===== src/rtl/all_gates_pkg.sv =====
// Shared constants for the all_gates bitwise logic unit: gate slice indices and packing helper.
package all_gates_pkg;

  localparam int unsigned NUM_GATES = 6;

  localparam int unsigned GATE_AND  = 0;
  localparam int unsigned GATE_OR   = 1;
  localparam int unsigned GATE_NAND = 2;
  localparam int unsigned GATE_NOR  = 3;
  localparam int unsigned GATE_XOR  = 4;
  localparam int unsigned GATE_XNOR = 5;

  typedef logic [NUM_GATES-1:0] gate_vec_t;

  // Bit offset of gate slice k inside a packed {xnor,xor,nor,nand,or,and} bus.
  function automatic int unsigned slice_offset(input int unsigned k, input int unsigned width);
    return k * width;
  endfunction

endpackage


===== src/rtl/all_gates_slice.sv =====
// One bit position of the logic unit: all six gate results for a single a/b bit pair.
module gate_slice
  import all_gates_pkg::*;
(
  input  logic      a_i,
  input  logic      b_i,
  output gate_vec_t gates_o
);

  logic and_b;
  logic or_b;
  logic xor_b;

  assign and_b = a_i & b_i;
  assign or_b  = a_i | b_i;
  assign xor_b = a_i ^ b_i;

  // Inverting gates are built from their positive twins so the complement pairs match by construction.
  always_comb begin
    gates_o            = '0;
    gates_o[GATE_AND]  = and_b;
    gates_o[GATE_OR]   = or_b;
    gates_o[GATE_NAND] = ~and_b;
    gates_o[GATE_NOR]  = ~or_b;
    gates_o[GATE_XOR]  = xor_b;
    gates_o[GATE_XNOR] = ~xor_b;
  end

endmodule


===== src/rtl/all_gates.sv =====
// Bitwise two-input logic unit with combinational gate outputs and a registered packed copy.
// Optional macro ALL_GATES_REDUCE_EN adds reduce_q, a registered per-gate OR-reduction.
module all_gates
  import all_gates_pkg::*;
#(
  parameter int unsigned WIDTH = 1
) (
  input  logic                     clk,
  input  logic                     rst_n,
  input  logic [WIDTH-1:0]         a,
  input  logic [WIDTH-1:0]         b,
  input  logic                     en,
  output logic [WIDTH-1:0]         _and,
  output logic [WIDTH-1:0]         _or,
  output logic [WIDTH-1:0]         _nand,
  output logic [WIDTH-1:0]         _nor,
  output logic [WIDTH-1:0]         _xor,
  output logic [WIDTH-1:0]         _xnor,
  output logic [NUM_GATES*WIDTH-1:0] gates_q,
  output logic                     valid_q
`ifdef ALL_GATES_REDUCE_EN
  ,
  output logic [NUM_GATES-1:0]     reduce_q
`endif
);

  gate_vec_t                   slice_vec [WIDTH];
  logic [NUM_GATES*WIDTH-1:0]  gates_d;

  for (genvar i = 0; i < WIDTH; i++) begin : g_slice
    gate_slice u_gate_slice (
      .a_i     (a[i]),
      .b_i     (b[i]),
      .gates_o (slice_vec[i])
    );
  end

  // Transpose per-bit gate vectors into per-gate slices of the packed bus.
  for (genvar k = 0; k < NUM_GATES; k++) begin : g_pack_gate
    for (genvar i = 0; i < WIDTH; i++) begin : g_pack_bit
      assign gates_d[slice_offset(k, WIDTH) + i] = slice_vec[i][k];
    end
  end

  assign _and  = gates_d[slice_offset(GATE_AND,  WIDTH) +: WIDTH];
  assign _or   = gates_d[slice_offset(GATE_OR,   WIDTH) +: WIDTH];
  assign _nand = gates_d[slice_offset(GATE_NAND, WIDTH) +: WIDTH];
  assign _nor  = gates_d[slice_offset(GATE_NOR,  WIDTH) +: WIDTH];
  assign _xor  = gates_d[slice_offset(GATE_XOR,  WIDTH) +: WIDTH];
  assign _xnor = gates_d[slice_offset(GATE_XNOR, WIDTH) +: WIDTH];

  always_ff @(posedge clk or negedge rst_n) begin
    if (!rst_n) begin
      gates_q <= '0;
      valid_q <= 1'b0;
    end else if (en) begin
      gates_q <= gates_d;
      valid_q <= 1'b1;
    end
  end

`ifdef ALL_GATES_REDUCE_EN
  logic [NUM_GATES-1:0] reduce_d;

  for (genvar k = 0; k < NUM_GATES; k++) begin : g_reduce
    assign reduce_d[k] = |gates_d[slice_offset(k, WIDTH) +: WIDTH];
  end

  always_ff @(posedge clk or negedge rst_n) begin
    if (!rst_n) begin
      reduce_q <= '0;
    end else if (en) begin
      reduce_q <= reduce_d;
    end
  end
`endif

endmodule


===== config.mk =====
export PLATFORM = sky130hd
export DESIGN_NAME = all_gates
export DESIGN_NICKNAME = d
export VERILOG_FILES = /design/src/rtl/all_gates_pkg.sv /design/src/rtl/all_gates_slice.sv /design/src/rtl/all_gates.sv
export SDC_FILE = /design/constraint.sdc
export NUM_CORES = 1
export LEC_CHECK = 0
export BUFFER_PORTS_ARGS = -buffer_cell sky130_fd_sc_hd__buf_2
export CAP_MARGIN = 20
export CORE_AREA = 2 2 39 41
export CTS_CLUSTER_SIZE = 40
export DETAILED_ROUTE_END_ITERATION = 6
export DIE_AREA = 0 0 41 43
export GPL_ROUTABILITY_DRIVEN = 0
export HOLD_SLACK_MARGIN = 0.02
export SYNTH_ARGS = -nofsm -noshare
export SYNTH_HDL_FRONTEND = slang
export SYNTH_SLANG_ARGS = --single-unit

===== constraint.sdc =====
create_clock -name clk -period 1.4 [get_ports clk]
set_input_delay 0.28 -clock clk [delete_from_list [all_inputs] [get_ports clk]]
set_output_delay 0.28 -clock clk [all_outputs]
set_load 0.01 [all_outputs]

Word level (Yosys, flattened, before mapping). Cells that the tools add are included. W data, S select, Z words.

Register bits: 7. Output and inout port bits: 13. Logic and storage cells: 8.

Bitwise gates (word level): 6.

Operators with widths (number): $not A1 Y1 (3); $and A1 B1 Y1 (1); $or A1 B1 Y1 (1); $xor A1 B1 Y1 (1).

Depth between registers and ports, before layout.
Depth after elaboration: 2. Depth in mapped cells: 4. Gate-level depth less buffers: 4.

Modules after synthesis. From an unflattened synthesis, not the netlist that was laid out.

Cell total of the unflattened synthesis: 27. Area total of the unflattened synthesis: 374.1 µm².

Modules (own cells, without submodules): all_gates (times used 1, cells each 15, area each 282.8 µm²); gate_slice (times used 1, cells each 12, area each 91.3 µm²).

Worst setup path before layout. OpenSTA, ideal clock, no wires.

Kind: input -> register. Start: input port a. End: register gates_q[5]. Library setup time: 0.125 ns. Arrival time: 1.007 ns. Data required time: 1.275 ns. Path slack: 0.268 ns. Stages: 4. Path buffers: 0. Cells stage by stage: inv_1 ha_1 inv_1 mux2_4.

Longest elaborated chain between the ends: 2.

Ends and longest elaborated chain: start: declaration (RTL line all_gates.sv:10) `input logic [WIDTH-1:0] a,`; $xor A1 B1 Y1 (RTL line all_gates_slice.sv:16) `assign xor_b = a_i ^ b_i;`; via _xor (RTL line all_gates.sv:17) `output logic [WIDTH-1:0] _xor,`; $not A1 Y1 (RTL line all_gates_slice.sv:26) `gates_o[GATE_XNOR] = ~xor_b;`; via _xnor (RTL line all_gates.sv:18) `output logic [WIDTH-1:0] _xnor,`; end signal: assignment (RTL line all_gates.sv:57) `gates_q <= gates_d;`; end: declaration (RTL line all_gates.sv:19) `output logic [NUM_GATES*WIDTH-1:0] gates_q,`.

The timed path passes the listed nets, and every way through them passes these cells. A chain may end at the register's enable or synchronous reset.

Worst setup path after layout.
Start: input port a. End: output port _xnor.

Longest elaborated chain between the ends: 2.

Ends and longest elaborated chain (RTL line): $xor A1 B1 Y1 (all_gates_slice.sv:16); $not A1 Y1 (all_gates_slice.sv:26); end: declaration (all_gates.sv:18).

No other way between the ends.

==> summary.md <==
| Metric | Value |
|---|---|
| Overflow left after global routing | `0` |
| Worst skew pair latency | `between 200 and 300 ps` |
| Largest net degree at the start of global routing | `9` |
| Cell taking the most area after synthesis | `dfrtp_1` |
| Area grow syn2layout | `37.7%` |
| CTS buffer count | `3` |
| Fin nets | `between 50 and 60` |
| Syn Area/Cell | `roughly 14 µm²` |
| Synthesized area | `around 350 µm²` |
| Core Area | `between 1000 and 1500 µm²` |
| Ranking of synthesized cells by area | `dfrtp_1 (51%), mux2_4 (22%), ha_1 (14%)` |
| Net Switching | `135 µW` |
| Initial antenna violation count | `0` |
| CP Capture Type | `output port` |
| Leakage power total | `~0.00026 µW` |
| Ant. Diodes | `0` |
| H-tree levels | `1` |
| Clock Sinks | `7` |
| Worst hold path class | `in2reg` |
| #FFs+latches synth | `7` |
| Die Y | `~43 µm` |
| Clk_skew | `0 ps` |
| Critical Path Fanout Max | `3` |
| Slew @ Worst Pin | `212 ps` |
| Ports | `18` |
| Root Driver | `clkbuf_4` |
| Cts hold-fix bufs | `1` |
| Clock transition at path regs | `around 50 ps` |
| Synth Flop Type | `dfrtp_1` |
| Power Dens Cells | `about 1100 nW/µm²` |
| CP required | `about 1100 ps` |
| Hold Fails Final Rpt | `0` |
| EDFF count, synth | `0` |
| Total length of routed wires | `approximately 670 µm` |
| Final min period | `1260 ps` |
| Final setup viols | `0` |
| Syn Inst Count | `25` |
| Area of the die | `~1800 µm²` |
| Yosys cell types | `8` |
| Synth cell count leaders | `dfrtp_1 (7), inv_1 (5), mux2_4 (5), ha_1 (4)` |
| Routed vias/inst | `4.13` |
| Status | `finished, final reports clean` |
| First-pass GRT wire length | `around 980 µm` |
| Worst Path Arrival | `between 900 and 1000 ps` |
| MaxCap Viol Count | `0` |
| Combinational share of power | `between 20% and 30%` |
| Total Routing Usage GR | `between 8 and 9%` |
| Vias | `about 260` |
| Fill count | `~150` |
| Routed length per instance | `around 11 µm` |
| Crit share post-route | `between 80% and 90%` |
| Crit path launch type | `input pin` |
| # Post-CTS Setup Buffers | `0` |
| Int Pwr | `386 µW` |
| Syn_nets | `34` |
| CTS tree | `yes` |
| Detail Route Antenna Nets | `0` |
| Reg power frac | `about 45%` |
| Clock share of power | `roughly a third` |
| Post-synth top area share | `between 50 and 60%` |
| Sw Share | `around 26%` |
| Rel. slew slack | `a little under nine tenths` |
| DRT Pass-1 Iters | `1` |
| Final setup TNS | `0 ps` |
| Seq/Total Area, Yosys | `between 50 and 60%` |
| Most common cell in the synthesized netlist | `dfrtp_1` |
| VDD IR max | `0.230 mV` |
| Post-CTS resize count | `0` |
| WS Path Type | `in2out` |
| Vias in the first global route | `about 250` |
| Asr flop ratio synth | `between 90% and 100%` |
| Max-slew violations | `0` |
| Yosys warning total | `0` |
| I/O Buffers | `17` |
| CTS max path bufs | `2` |
| Die Wd | `~40 µm` |
| Num rows | `14` |
| DRC violations left | `0` |
| F_max | `between 0.7 and 0.8 GHz` |
| 1st-iter DRT viols | `0` |
| Power Total | `between 500 and 600 µW` |
| Layout cell share with drive strength beyond 1 | `56.5%` |
| RSZ-0062 raised after global routing | `no` |
| Starting Density | `around a quarter` |
==> power groups by stage <==
stage | combinational, µW | clock (µW) | sequential [µW]
6_report | 107 | 181 | 232
3_5_place_dp | 109 | 0 | 234
5_1_grt | 119 | 196 | 234
3_3_place_gp | 105 | 0 | 234
2_1_floorplan | 54.1 | 0 | 243
4_1_cts | 110 | 187 | 232
==> flip-flops by register name, indices dropped and copies added (netlist names) <==
| name | flops |
|---|---|
| valid_q | 1 |
| gates_q | 6 |
==> cells in the final DEF (no fill, tap or decap) <==
cell type,synthesis,final
buf_2,0,17
dfrtp_1,7,7
inv_1,5,5
mux2_4,5,5
ha_1,4,4
clkbuf_4,0,3
or2_2,1,1
nor2_1,1,1
a21oi_1,1,1
clkbuf_1,0,1
dlygate4sd3_1,0,1
==> layer usage <==
| layer | GRT usage, % | part of all wire [%] |
|---|---|---|
| met1 | 8.52 | 42 |
| met2 | 13.8 | 52 |
| met3 | 1.57 | 5.4 |
| met4 | 10.0 | 0 |
| met5 | 0 | 0 |
==> worst max-delay path, cell delays in order <==
cell,delay (ps)
buf_2,100
inv_1,60
ha_1,330
inv_1,90
buf_2,130
==> stage by stage <==
step | area, µm² | hold WS, ps | setup slack [ps] | utilization (%) | std cells
floorplan | 345 | -15.6 | 268 | - | 25
global placement | 439 | 118 | 146 | 31.7 | 57
detailed placement | 439 | 119 | 133 | 31.7 | 57
CTS | 475 | 380 | 128 | 34.4 | 62
global route | 475 | 393 | 80.4 | 34.4 | 62
finish | 475 | 381 | 142 | 34.4 | 62
==> cells by family after synthesis <==
logic type,share of synthesized area (%)
mux,21.7
simple gates,2.90
buf+inv,8.70
compound gates,1.45
flops,50.7
fa+ha+maj,14.5
==> path summary, 6_finish.rpt <==
| path | from | to | slack [ps] | cells after the start |
|---|---|---|---|---|
| max in group asynchronous | rst_n | gates_q[3] | 850 | 2 |
| min reg2reg | valid_q | valid_q | 460 | 1 |
| max reg2reg | valid_q | valid_q | 630 | 1 |
| min | en | gates_q[1] | 380 | 2 |
| min in group asynchronous | rst_n | valid_q | 390 | 2 |
| max | a | _xnor | 140 | 5 |
==> area by class of cell <==
cell class | count | area, µm² | share of cell area, %
clock buffer | 4 | 26.3 | 5.53
timing repair buffer | 18 | 95.1 | 20.0
multi-input combinational | 12 | 140 | 29.5
inverter | 5 | 18.8 | 3.95
tap | 16 | 20.0 | 4.21
sequential | 7 | 175 | 36.8
No activity file was read; power rests on OpenSTA's default activity.
